`src/rtl/fft_display_ctrl_if.sv`:
```
// -----------------------------------------------------------------------------
// fft_display_ctrl_if
// Framebuffer block-write port driven by fft_display_ctrl.
//   wr_en    : write request (valid), driven by the master
//   wr_ready : framebuffer accepts the presented write this cycle
//   wr_addr  : block address, row*GRID_W + col
//   wr_color : RGB332 colour for wr_addr
// A write is transferred on a clock edge where wr_en && wr_ready.
// -----------------------------------------------------------------------------
interface fft_display_ctrl_if;
  logic        wr_en;
  logic        wr_ready;
  logic [19:0] wr_addr;
  logic [7:0]  wr_color;

  modport master (
    output wr_en,
    output wr_addr,
    output wr_color,
    input  wr_ready
  );

  modport slave (
    input  wr_en,
    input  wr_addr,
    input  wr_color,
    output wr_ready
  );
endinterface

```
`src/rtl/fft_display_ctrl.sv`:
```
// -----------------------------------------------------------------------------
// fft_display_ctrl
// Renders a 16-bin FFT spectrum as vertical bars into a block framebuffer.
// Bins are converted to clamped bar heights and captured into a shadow set
// on fft_done. Once a snapshot is pending the controller arms, waits for
// vblank_start, latches the shadow into the active set and streams every
// grid cell (red bar / white background) over the framebuffer write port.
//
// Ports:
//   clk          : system clock
//   reset        : synchronous, active-high reset
//   fft_bins     : NBINS signed 36-bit bin values, sampled on fft_done
//   fft_done     : one-cycle pulse, bins valid
//   vblank_start : one-cycle pulse at start of vertical blanking
//   wr           : framebuffer write port (master side)
//   busy         : high while armed or drawing
//   frame_done   : one-cycle pulse after the last cell is accepted
//   drop_cnt     : saturating count of snapshots overwritten before drawn
// -----------------------------------------------------------------------------
module fft_display_ctrl #(
  parameter int          GRID_W    = 32,
  parameter int          GRID_H    = 24,
  parameter int          NBINS     = 16,
  parameter int          MAG_SHIFT = 19,
  parameter logic [7:0]  BAR_COLOR = 8'hE0,
  parameter logic [7:0]  BG_COLOR  = 8'hFF
) (
  input  logic                   clk,
  input  logic                   reset,
  input  logic [NBINS-1:0][35:0] fft_bins,
  input  logic                   fft_done,
  input  logic                   vblank_start,
  fft_display_ctrl_if.master     wr,
  output logic                   busy,
  output logic                   frame_done,
  output logic [7:0]             drop_cnt
);

  localparam int CPB = GRID_W / NBINS;       // grid columns per bin
  localparam int HW  = $clog2(GRID_H + 1);   // bar height width
  localparam int CW  = $clog2(GRID_W);
  localparam int RW  = $clog2(GRID_H);
  localparam int BW  = $clog2(NBINS);

  localparam logic [1:0] IDLE = 2'd0;
  localparam logic [1:0] ARM  = 2'd1;
  localparam logic [1:0] DRAW = 2'd2;
  localparam logic [1:0] FIN  = 2'd3;

  logic [1:0]                r_state;
  logic [NBINS-1:0][HW-1:0]  w_height;
  logic [NBINS-1:0][HW-1:0]  r_shadow;
  logic [NBINS-1:0][HW-1:0]  r_active;
  logic                      r_pending;
  logic [7:0]                r_drop_cnt;
  logic [RW-1:0]             r_row;
  logic [CW-1:0]             r_col;
  logic [RW-1:0]             w_row_nxt;
  logic [CW-1:0]             w_col_nxt;
  logic [BW-1:0]             w_bin_idx;
  logic [7:0]                w_cell_color;
  logic                      r_wr_en;
  logic [19:0]               r_wr_addr;
  logic [7:0]                r_wr_color;
  logic                      r_frame_done;
  logic                      w_accept;
  logic                      w_last;
  logic                      w_arm_go;

  // Bin to bar height: negative bins draw nothing, large bins clamp to the
  // full grid height.
  for (genvar gi = 0; gi < NBINS; gi++) begin : g_height
    logic [35:0] w_shift;
    assign w_shift = fft_bins[gi] >> MAG_SHIFT;
    assign w_height[gi] = fft_bins[gi][35]          ? '0 :
                          (w_shift > 36'(GRID_H))   ? HW'(GRID_H) :
                                                      HW'(w_shift);
  end

  assign w_accept = r_wr_en && wr.wr_ready;
  assign w_last   = (r_row == RW'(GRID_H - 1)) && (r_col == CW'(GRID_W - 1));
  assign w_arm_go = (r_state == ARM) && vblank_start;

  // Raster position of the cell presented after the current one is accepted.
  always_comb begin
    w_col_nxt = r_col + 1'b1;
    w_row_nxt = r_row;
    if (r_col == CW'(GRID_W - 1)) begin
      w_col_nxt = '0;
      w_row_nxt = r_row + 1'b1;
    end
  end

  assign w_bin_idx    = BW'(w_col_nxt / CW'(CPB));
  assign w_cell_color = (HW'(w_row_nxt) < r_active[w_bin_idx]) ? BAR_COLOR : BG_COLOR;

  always_ff @(posedge clk) begin
    if (reset) begin
      r_state      <= IDLE;
      r_shadow     <= '0;
      r_active     <= '0;
      r_pending    <= 1'b0;
      r_drop_cnt   <= 8'd0;
      r_row        <= '0;
      r_col        <= '0;
      r_wr_en      <= 1'b0;
      r_wr_addr    <= 20'd0;
      r_wr_color   <= 8'd0;
      r_frame_done <= 1'b0;
    end else begin
      r_frame_done <= 1'b0;

      // A snapshot arriving in the same cycle the old one is consumed is not
      // a drop: the old one goes to the active set, the new one stays pending.
      if (fft_done) begin
        r_shadow <= w_height;
        if (r_pending && !w_arm_go && (r_drop_cnt != 8'hFF))
          r_drop_cnt <= r_drop_cnt + 8'd1;
      end

      if (fft_done)
        r_pending <= 1'b1;
      else if (w_arm_go)
        r_pending <= 1'b0;

      case (r_state)
        IDLE: begin
          if (r_pending)
            r_state <= ARM;
        end
        ARM: begin
          if (vblank_start) begin
            r_active   <= r_shadow;
            r_row      <= '0;
            r_col      <= '0;
            r_wr_en    <= 1'b1;
            r_wr_addr  <= 20'd0;
            // Cell (0,0) is inside the bar whenever bin 0 is non-zero.
            r_wr_color <= (r_shadow[0] != '0) ? BAR_COLOR : BG_COLOR;
            r_state    <= DRAW;
          end
        end
        DRAW: begin
          if (w_accept) begin
            if (w_last) begin
              r_wr_en      <= 1'b0;
              r_wr_addr    <= 20'd0;
              r_wr_color   <= 8'd0;
              r_frame_done <= 1'b1;
              r_state      <= FIN;
            end else begin
              r_row      <= w_row_nxt;
              r_col      <= w_col_nxt;
              r_wr_addr  <= 20'(int'(w_row_nxt) * GRID_W + int'(w_col_nxt));
              r_wr_color <= w_cell_color;
            end
          end
        end
        FIN: begin
          r_state <= IDLE;
        end
        default: begin
          r_state <= IDLE;
        end
      endcase
    end
  end

  assign wr.wr_en    = r_wr_en;
  assign wr.wr_addr  = r_wr_addr;
  assign wr.wr_color = r_wr_color;
  assign busy        = (r_state == ARM) || (r_state == DRAW);
  assign frame_done  = r_frame_done;
  assign drop_cnt    = r_drop_cnt;

endmodule
```
`src/flat_wrapper.sv`:
```
// flat-port wrapper written by rule: the top's interface ports become plain ports
module fft_display_ctrl_flat 
#(
  parameter int          GRID_W    = 32,
  parameter int          GRID_H    = 24,
  parameter int          NBINS     = 16,
  parameter int          MAG_SHIFT = 19,
  parameter logic [7:0]  BAR_COLOR = 8'hE0,
  parameter logic [7:0]  BG_COLOR  = 8'hFF
)
  (clk, reset, fft_bins, fft_done, vblank_start, busy, frame_done, drop_cnt, wr_wr_en, wr_wr_addr, wr_wr_color, wr_wr_ready);
  fft_display_ctrl_if wr_i ();
  input  logic clk;
  input  logic reset;
  input  logic [NBINS-1:0][35:0] fft_bins;
  input  logic fft_done;
  input  logic vblank_start;
  output logic busy;
  output logic frame_done;
  output logic [7:0] drop_cnt;
  output wire logic [$bits(wr_i.wr_en)-1:0] wr_wr_en;
  output wire logic [$bits(wr_i.wr_addr)-1:0] wr_wr_addr;
  output wire logic [$bits(wr_i.wr_color)-1:0] wr_wr_color;
  input wire logic [$bits(wr_i.wr_ready)-1:0] wr_wr_ready;
  assign wr_wr_en = wr_i.wr_en;
  assign wr_wr_addr = wr_i.wr_addr;
  assign wr_wr_color = wr_i.wr_color;
  assign wr_i.wr_ready = wr_wr_ready;
  fft_display_ctrl #(.GRID_W(GRID_W), .GRID_H(GRID_H), .NBINS(NBINS), .MAG_SHIFT(MAG_SHIFT), .BAR_COLOR(BAR_COLOR), .BG_COLOR(BG_COLOR)) u_core (.clk(clk), .reset(reset), .fft_bins(fft_bins), .fft_done(fft_done), .vblank_start(vblank_start), .wr(wr_i), .busy(busy), .frame_done(frame_done), .drop_cnt(drop_cnt));
endmodule
```
`config.mk`:
```
export PLATFORM = sky130hd
export DESIGN_NAME = fft_display_ctrl_flat
export DESIGN_NICKNAME = d
export VERILOG_FILES = /design/src/rtl/fft_display_ctrl_if.sv /design/src/rtl/fft_display_ctrl.sv /design/src/flat_wrapper.sv
export SDC_FILE = /design/constraint.sdc
export NUM_CORES = 1
export LEC_CHECK = 0
export CAP_MARGIN = 15
export CORE_AREA = 2 2 243 245
export DETAILED_ROUTE_END_ITERATION = 12
export DIE_AREA = 0 0 245 247
export MAX_ROUTING_LAYER = met4
export PLACE_DENSITY = 0.51
export SYNTH_ARGS = -nofsm -noshare
export SYNTH_HDL_FRONTEND = slang
export SYNTH_SLANG_ARGS = --single-unit
```
`constraint.sdc`:
```
create_clock -name clk -period 4.05 [get_ports clk]
set_clock_uncertainty 0.2 [all_clocks]
set_input_delay 0.6075 -clock clk [delete_from_list [all_inputs] [get_ports clk]]
set_output_delay 0.6075 -clock clk [all_outputs]
set_load 0.005 [all_outputs]
```
==> run metrics <==
Die Height approximately 250 um; Routed met1 length roughly 13000 um; layout cells sized above 1 6.75%; ANT nets after route 0; CTS Buffer Depth 2; Clock Pin Slew Worst Setup and Hold Paths 80 ps; fraction of registers with async set/reset 0%; most common cell after layout, fill and taps aside clkdlybuf4s50_1; beginning of the worst register-to-register path u_core.r_col[0]; FP Rows 89; Critical Path Sink Type flop; vias per cell 4.00; hold buffers post-CTS 0; Pre-Repair DR Iteration Count 5; met2 WL between 10000 and 15000 um; worst vdd ir 0.000339 V; global-route wire length before repair between 40000 and 50000 um; CP Class flop to flop; number of global-route vias before repair 8471; Slew Limit Headroom 42.5%; Primary FF master, synth dfxtp_1; Fin Setup TNS 0 ps; synthesized flop and latch total around 200; simple logic cell fraction of the synthesized area 23.7%; CTS tree built; clock root buffer clkbuf_16; pre-CTS WS 31.3 ps; top cell type's share of synthesized area between 40 and 50%; IO Port Bufs 305; initial core utilization 15.5%; Max Clk Rate 255 MHz; gpl congestion ~0.76; Crit Path Max Fanout 3; Num CTS Buffers 17; Iter 0 DRT Violations 392; initial antenna violation count 2; main combinational cell family by area after synthesis simple AND/OR/NAND/NOR gates; startpoint types flop; Via Count 8607; Layout area overhead 50.8%; fraction of the mapped netlist area in compound gates 14.3%; register area share after synthesis a little over two fifths; fin crit period 3920 ps; met3 WL 1930 um; Die W around 250 um; worst skew pair latency 490 ps; setup slack after layout 128 ps; synthesized area between 9000 and 10000 um2; # DRC 0; Syn Area/Cell approximately 8.4 um2; Post-synth EDFFs 0; largest net degree at the start of global routing 109; Crit path arrival time between 4000 and 5000 ps; Congestion Overflow GR 0; Placeable Area ~58000 um2; proportion of synthesized area in mux cells 10.4%; Synth area leaders dfxtp_1 (43%), a21oi_1 (9.6%), nand2_1 (7.5%), nor2_1 (4.6%), mux2i_1 (4.4%); hpwl dp 23500 um; Cell Pwr Density 353 nW/um2; synth warn 0; gr usage total 10.2%; worst hold path type flop to flop; die area a little over 60000 um2; Filler cells 6281; Pleak 0.00490 uW; WL per Instance about 14 um; Synth Area in Adders 1.66%; Ports 620; Critical Path Source u_core.r_col[0]; depth of the CTS H-tree 4; worst path required time 4230 ps; Max Transition Viols Final 0; Synth area leader dfxtp_1; status complete, no violations; Top Metal Used met4; Clock Sinks approximately 200; Tcrit/Tclk final between 90% and 100%; DRT Wirelength 30400 um; Final Hold Viols 0; cells after synthesis 1080; hold path startpoint u_core.r_shadow[16]; measured slew at the worst slew-check pin ~860 ps; Finish-stage setup viols 0; Synth cell types 51; Max-cap violations 0; NumNets Final 1958; commonest cells after routing, fill and taps aside clkdlybuf4s50_1 (303), dfxtp_1 (193), nand2_1 (181), a21oi_1 (173), nor2_1 (109); XOR/XNOR share of the synthesized area under 10%
critical path, stage by stage, from the launching register on:
cell and delay, ps:
dfxtp_2 360, ha_4 140, and3_2 200, ha_4 130, and2b_2 220, mux2i_4 210
buf_12 150, mux4_2 530, a22o_1 270, a221oi_2 200, ha_1 280, a21o_1 160
a21o_1 170, a2111o_1 400, o221ai_2 150, a21oi_2 40
layout make-up:
type / count / area, um2 / area share (%)
antenna: 2 / 5.00 / 0.0367
clock buffer: 17 / 425 / 3.12
clock inverter: 15 / 173 / 1.27
inverter: 40 / 150 / 1.10
multi-input combinational: 780 / 4710 / 34.5
sequential: 195 / 3910 / 28.6
tap: 773 / 967 / 7.09
timing repair buffer: 331 / 3310 / 24.3
path summary, 6_finish.rpt:
path | endpoint | slack, ps | cells after the start
max | u_core.wr.wr_color[4] | 130 | 15
min | u_core.r_active[16] | 250 | 2
max reg2reg | u_core.wr.wr_color[4] | 130 | 15
min reg2reg | u_core.r_active[16] | 250 | 2
cell usage after synthesis, drive strengths merged, types with 2 or more instances:
master	n
a21o	2
a21oi	174
a221oi	5
a22o	4
a22oi	2
a32oi	2
and2	5
and3	18
buf	28
clkbuf	46
dfxtp	195
ha	12
inv	40
mux2i	41
mux4	21
nand2	182
nand2b	9
nand3	11
nand4	4
nor2	110
nor2b	47
nor3	27
nor4	49
o21ai	3
o21bai	2
o311a	16
xnor2	10
xor2	2
layer usage:
metal  global-route usage (%)  vias up
li1                         -     4312
met1                     12.0     4064
met2                     16.6      211
met3                     3.18       20
met4                     3.17        0
met5                        -        -
registers in the layout, summed over array words and instances (netlist names):
name                count
u_core.r_shadow        80
u_core.wr.wr_addr      10
u_core.frame_done       1
u_core.wr.wr_en         1
u_core.r_pending        1
u_core.r_state          2
u_core.r_active        80
u_core.r_row            5
u_core.drop_cnt         8
u_core.wr.wr_color      2
u_core.r_col            5
logic make-up (layout without fill, tap and decap cells):
family	Yosys count	after routing
buffers and inverters	114	403
other	1	12
adder cells (fa/ha/maj)	12	12
AO/OA/AOI/OAI	218	218
flip-flops	195	195
multiplexers	63	63
XOR/XNOR	12	12
AND/OR/NAND/NOR	465	465
report_power, final:
group / internal [uW] / total, uW / switching, uW
Sequential: 1980 / 2030 / 49.8
Combinational: 531 / 1090 / 554
Clock: 826 / 1710 / 881
Total: 3340 / 4820 / 1480
repair_timing:
action	in CTS	in global routing
setup buffers	0	1
resized for setup	0	12
setup endpoints to repair	0	1
metrics by stage:
step	cell area [um2]	std cells	power (uW)	hold WS [ps]	utilization, %
CTS	13600	2150	4920	253	23.3
global placement	13000	2118	3150	233	22.3
detailed placement	13000	2118	3170	242	22.3
global route	13600	2153	5080	274	23.4
finish	13600	2153	4820	252	23.4
floorplan	9080	1089	2610	227	-
No activity file was read; power rests on OpenSTA's default activity.
